<file path="config.mk">
export PLATFORM = sky130hd
export DESIGN_NAME = ring_unloader
export DESIGN_NICKNAME = d
export VERILOG_FILES = /design/src/rtl/ring_pkg.sv /design/src/rtl/ring_slot_bank.sv /design/src/rtl/ring_unloader.sv
export SDC_FILE = /design/constraint.sdc
export NUM_CORES = 1
export LEC_CHECK = 0
export CORE_AREA = 10 10 47 49
export CTS_CLUSTER_SIZE = 10
export DETAILED_ROUTE_END_ITERATION = 8
export DIE_AREA = 0 0 57 59
export PLACE_DENSITY = 0.78
export SLEW_MARGIN = 20
export SYNTH_ARGS = -nofsm -noshare
export SYNTH_HDL_FRONTEND = slang
export SYNTH_SLANG_ARGS = --single-unit
export TNS_END_PERCENT = 20
</file>
<file path="constraint.sdc">
create_clock -name clk -period 3.4 [get_ports clk]
set_input_delay 0.51 -clock clk [delete_from_list [all_inputs] [get_ports clk]]
set_output_delay 0.51 -clock clk [all_outputs]
set_load 0.01 [all_outputs]
</file>
<file path="src/rtl/ring_pkg.sv">
// Shared definitions for the ring unloader: FSM states, default geometry
// and the reset pattern loaded into the slots.
package ring_pkg;

    typedef enum logic [0:0] {
        IDLE  = 1'b0,
        SHIFT = 1'b1
    } state_t;

    localparam int DEFAULT_WIDTH = 2;
    localparam int DEFAULT_DEPTH = 3;

    // Reset value for a slot; callers truncate to WIDTH, so values wrap mod 2^WIDTH.
    function automatic logic [31:0] reset_value(input int idx);
        return 32'(idx + 1);
    endfunction

endpackage

</file>
<file path="src/rtl/ring_slot_bank.sv">
// DEPTH x WIDTH storage for the ring: synchronous reset to the reset
// pattern, parallel load, and a simultaneous rotate-down (slot i <- slot i+1,
// last slot <- slot 0).
module ring_slot_bank
    import ring_pkg::*;
#(
    parameter int WIDTH = DEFAULT_WIDTH,
    parameter int DEPTH = DEFAULT_DEPTH
) (
    input  logic                   clk,
    input  logic                   rst,
    input  logic                   load,
    input  logic [DEPTH*WIDTH-1:0] load_data,
    input  logic                   rotate,
    output logic [DEPTH*WIDTH-1:0] ring_q
);

    logic [WIDTH-1:0] slots [DEPTH];

    // Slot update: reset pattern, parallel load, or one-step rotation, all slots at once.
    always_ff @(posedge clk) begin
        if (rst) begin
            for (int i = 0; i < DEPTH; i++) begin
                slots[i] <= WIDTH'(reset_value(i));
            end
        end else if (load) begin
            for (int i = 0; i < DEPTH; i++) begin
                slots[i] <= load_data[i*WIDTH +: WIDTH];
            end
        end else if (rotate) begin
            for (int i = 0; i < DEPTH; i++) begin
                slots[i] <= slots[(i + 1) % DEPTH];
            end
        end
    end

    // Pack the slots into the flat live view, slot 0 in the low bits.
    always_comb begin
        ring_q = '0;
        for (int i = 0; i < DEPTH; i++) begin
            ring_q[i*WIDTH +: WIDTH] = slots[i];
        end
    end

endmodule

</file>
<file path="src/rtl/ring_unloader.sv">
// Parallel-load, serial-unload ring register. A single load beat captures
// DEPTH words; the ring then rotates down once per accepted output beat so
// slot 0 always presents the next word. After DEPTH beats the ring is back
// in its loaded order.
// Optional macro RING_UNLOADER_REPLAY_EN adds a replay input that re-emits
// the last loaded burst without reloading.
module ring_unloader
    import ring_pkg::*;
#(
    parameter int WIDTH = DEFAULT_WIDTH,
    parameter int DEPTH = DEFAULT_DEPTH
) (
    input  logic                   clk,
    input  logic                   rst,
    input  logic                   load_valid,
    output logic                   load_ready,
    input  logic [DEPTH*WIDTH-1:0] load_data,
`ifdef RING_UNLOADER_REPLAY_EN
    input  logic                   replay,
`endif
    output logic                   out_valid,
    input  logic                   out_ready,
    output logic [WIDTH-1:0]       out_data,
    output logic                   out_last,
    output logic [DEPTH*WIDTH-1:0] ring_q,
    output logic                   busy
);

    localparam int CNT_W = $clog2(DEPTH);

    state_t           state_q, state_d;
    logic [CNT_W-1:0] cnt_q, cnt_d;
    logic             do_load;
    logic             do_rotate;

    ring_slot_bank #(
        .WIDTH (WIDTH),
        .DEPTH (DEPTH)
    ) u_bank (
        .clk       (clk),
        .rst       (rst),
        .load      (do_load),
        .load_data (load_data),
        .rotate    (do_rotate),
        .ring_q    (ring_q)
    );

    // State and beat counter registers with synchronous reset.
    always_ff @(posedge clk) begin
        if (rst) begin
            state_q <= IDLE;
            cnt_q   <= '0;
        end else begin
            state_q <= state_d;
            cnt_q   <= cnt_d;
        end
    end

    // Next-state logic: load (or replay) starts a burst, each accepted beat rotates.
    always_comb begin
        state_d   = state_q;
        cnt_d     = cnt_q;
        do_load   = 1'b0;
        do_rotate = 1'b0;
        case (state_q)
            IDLE: begin
                if (load_valid) begin
                    do_load = 1'b1;
                    cnt_d   = '0;
                    state_d = SHIFT;
                end
`ifdef RING_UNLOADER_REPLAY_EN
                else if (replay) begin
                    cnt_d   = '0;
                    state_d = SHIFT;
                end
`endif
            end
            SHIFT: begin
                if (out_ready) begin
                    do_rotate = 1'b1;
                    if (cnt_q == CNT_W'(DEPTH - 1)) begin
                        cnt_d   = '0;
                        state_d = IDLE;
                    end else begin
                        cnt_d = cnt_q + CNT_W'(1);
                    end
                end
            end
            default: begin
                state_d = IDLE;
                cnt_d   = '0;
            end
        endcase
    end

    // Stream outputs are pure functions of the registered state.
    always_comb begin
        load_ready = (state_q == IDLE);
        out_valid  = (state_q == SHIFT);
        busy       = (state_q == SHIFT);
        out_last   = (state_q == SHIFT) && (cnt_q == CNT_W'(DEPTH - 1));
        out_data   = ring_q[WIDTH-1:0];
    end

endmodule
</file>
======== After elaboration in Yosys (flattened, before gate mapping) ========
Memories as Yosys holds them, arrays and structs flattened.
Cells that the tools add are included.
Widths: inputs -> output; s select.
word-level totals
  register bits ........................... 3
  memory bits (writable) .................. 6
  input bits .............................. 10
  output and inout port bits .............. 12
  logic and storage cells ................. 42
  memories ................................ 1
operators by class
  add/subtract/negate cells ............... 1
  equal/unequal tests ..................... 3
  muxes and demuxes ....................... 26
  bitwise gates (word level) .............. 7
  reductions and logical operators ........ 2
memory list
  name          depth  width  rd ports  clocked after memory_dff  write ports  line                  RTL
  u_bank.slots  3      2      3         0                         3            ring_slot_bank.sv:18  logic [WIDTH-1:0] slots [DEPTH];
operator list
  operator             number
  $mux 2               9
  $mux 1               15
  $or 1x1->1           6
  $ne 2x2->1 const B   2
  $pmux 2 s2           1
  $add 2x1->2 const B  1
  $eq 2x2->1 const B   1
  $pmux 1 s2           1
  $reduce_and 2->1     1
  $logic_and 1x1->1    1
  $not 1->1            1

======== Logic depth before layout (Yosys ltp) ========
  word-level depth ........................ 7
  depth in mapped cells ................... 3

======== Cells and area by module ========
From an unflattened synthesis, not the netlist that was laid out.
second synthesis, totals
  cell total of the unflattened synthesis .. 39
  area, all modules ....................... 471.7 um^2
modules (own cells, without submodules)
  module          instances  cells each  area each (um^2)  seq. area each (um^2)
  ring_slot_bank  1          19          286.5             180.2
  ring_unloader   1          20          185.2             60.1

======== Worst setup path before layout ========
No wires, ideal clock.
  path kind ............................... reg2out
  start ................................... register state_q, in the netlist busy
  end ..................................... output port out_last
  arrival time ............................ 0.984 ns
  data required time ...................... 2.890 ns
  path slack .............................. 1.906 ns
  cell stages (with the launch flop) ...... 4
  buffers on the path ..................... 1
  cells stage by stage .................... dfxtp_1 buf_6 inv_1 nor3_1
between the ends
  word-level cells in the longest chain between the ends .. 1
ends and longest elaborated chain
  what                      line                  RTL
  start: declaration        ring_unloader.sv:31   state_t state_q, state_d;
  start signal: assignment  ring_unloader.sv:54   state_q <= state_d;
  $logic_and 1x1->1         ring_unloader.sv:102  out_last = (state_q == SHIFT) && (cnt_q == CNT_W'(DEPTH - 1));
  end: declaration          ring_unloader.sv:24   output logic out_last,
Every way passes these cells.

======== Final worst setup path ========
Ends and elaborated chain as after synthesis.

==> out/qor.yml <==
drt:
  initialDrtViolationCount: 6
  ant_nets: 0
  finalWirelength_mm: 1.205
  routed_via_density: 5.136
  num_vias: 416
  drt_pass1_iterations: 4
  wire_per_inst_um: 14.88
  drc: 0
final_layout:
  diodes: 0
  final_nets: 76
  drive_above_1_share_pct: 9.231
  area_growth_pct: 40.34
clocking:
  clock-sinks: 9
  clock_latency_ns: 0.26
  h-tree-depth: 1
  path_clk_slew_ns: 0.06
  numCtsBuffers: 3
  root_buffer: "clkbuf_4"
  cts_max_path_buffers: 2
  cts_hold_buf: 0
  cts_resized: 0
  cts_setup_buffers: 0
  cts_tree: "built"
synth:
  yosys.area_share.simple_pct: 27.38
  syn_inst: 46
  synth_xor_area_share_pct: 0
  yosysTopAreaCell: "edfxtp_1"
  muxShareOfSynthArea_pct: 2.200
  synth_warnings: 0
  yosys.cell_count.top_type: "nand3b_1"
  synth_edf_count: 6
  synth_top_area_share_pct: 35.21
  ys_types: 20
  synth_compound_area_share_pct: 12.22
  yosysSeqAreaShare_pct: 46.94
  synth_fa_ha_area_share_pct: 0
  synthArstFlopShare_pct: 0
  synth_top_cells_by_count: "nand3b_1 (7), edfxtp_1 (6), a21o_1 (4), or3b_1 (4)"
  synth_fp_nets: 56
  synth_top_flop_cell: "edfxtp_1"
  netlist_area_um2: 511.7
  postSynthAreaPerCell_um2: 11.12
  synth_top_family_by_area: "simple AND/OR/NAND/NOR gates"
  ys_seq_elements: 9
  ys_top_cells_by_area: "edfxtp_1 (35%), dfxtp_1 (12%), nand3b_1 (10%), or3b_1 (6.8%), a21o_1 (5.9%)"
timing:
  hold_viol_final: 0
  setup_viol: 0
  rsz0062_at_grt: "false"
  slew_headroom_pct: 63.36
  fin_setup_tns_ns: 0
  final_max_slew_viol_count: 0
  period_share_pct: 67.18
  layout_min_cycle_time_ns: 2.284
  worstMarginPinSlew_ns: 0.5488
  max_freq_mhz: 437.8
  finClkSkew_ns: 0.002877
floorplan:
  dieArea_mm2: 0.003363
  chipHeight_um: 59
  initial_core_util_pct: 36.52
  dieWidth_um: 57
  rows: 14
  io-pin-count: 22
  core_area_mm2: 0.001401
global_route:
  grt_pass1_vias: 434
  antenna_found_initial: 0
  overflow: 0
  grt_pass1_wl_mm: 1.925
  grt_max_degree: 20
  track_usage_pct: 7.317
pwr:
  p_per_area_mw_per_mm2: 372.0
  total_power_w: 0.0002671
  p_leak_nw: 0.2435
  ir_drop_uv: 208.9
placement:
  gp_congestion: 0.6835
  port_buffers: 21
  dp_hpwl_um: 914.2
critical_path:
  cp-end-kind: "output pin"
  crit_type: "reg2out"
  cp_max_fo: 19
  cp.arrival_ns: 1.77
  critPathLaunchType: "flip-flop"
  r2r_slack_ns: 1.73
  required_ns: 2.89
min_path:
  hp-class: "reg2reg"
run:
  maxCapViolCount: 0
status:
  status: "finished, final reports clean"
-- path summary, 6_finish.rpt --
kind | from | endpoint | cells after the start
worst max-delay path | busy | out_last | 3
worst min-delay path | cnt_q[1] | cnt_q[1] | 2
worst max register to register | busy | u_bank.slots[0][0] | 2
worst min register to register | cnt_q[1] | cnt_q[1] | 2
-- where the power goes --
part / switching (W) / internal, W
sequential: 0.00000692 / 0.000124
clock: 0.0000364 / 0.0000452
combinational: 0.0000208 / 0.0000335
-- layer usage --
layer | vias to the layer above | GRT usage [%] | share of wire [%]
met5 | - | 0 | 0
met4 | 0 | 5.034 | 1.9
met3 | 4 | 3.863 | 8.3
met2 | 16 | 10.85 | 45
met1 | 192 | 7.888 | 44
li1 | 204 | - | -
-- cell usage in the layout (no fill, tap or decap), drive strengths merged, types with 3 or more instances in the layout --
cell,n
nand3b,7
clkdlybuf4s50,21
edfxtp,6
clkbuf,4
a21o,4
or3b,4
dfxtp,3
-- registers in the layout, summed over array words and instances, names as in the netlist --
signal / count
u_bank.slots: 6
cnt_q: 2
busy: 1
-- worst max-delay path, cell delays in order, from the launching register on --
cell and delay [ns]:
dfxtp_1 0.66, inv_1 0.13, nor3_1 0.16, clkdlybuf4s50_1 0.56
-- cell type report --
cell class | instances | area [um^2]
timing repair buffer | 21 | 210.2
multi-input combinational | 29 | 214.0
fill | 136 | 683.2
tap | 16 | 20.02
inverter | 2 | 7.507
clock buffer | 4 | 26.28
sequential | 9 | 240.2
-- through the flow --
stage	cell area (um^2)	std cells	setup WS [ns]	hold slack (ns)	util, %
2_1_floorplan	511.7	46	1.906	0.4951	-
3_3_place_gp	691.9	77	1.387	0.5359	49.38
3_5_place_dp	691.9	77	1.345	0.5429	49.38
4_1_cts	718.2	81	1.102	0.5510	51.25
5_1_grt	718.2	81	1.010	0.5731	51.25
6_report	718.2	81	1.116	0.5476	51.25
-- cells by family (layout without fill, tap and decap cells) --
kind of cell | Yosys count | count (layout)
AO/OA/AOI/OAI | 8 | 8
flip-flops | 9 | 9
buffers and inverters | 8 | 27
AND/OR/NAND/NOR | 20 | 20
multiplexers | 1 | 1
(Power assumes the default switching activity.)
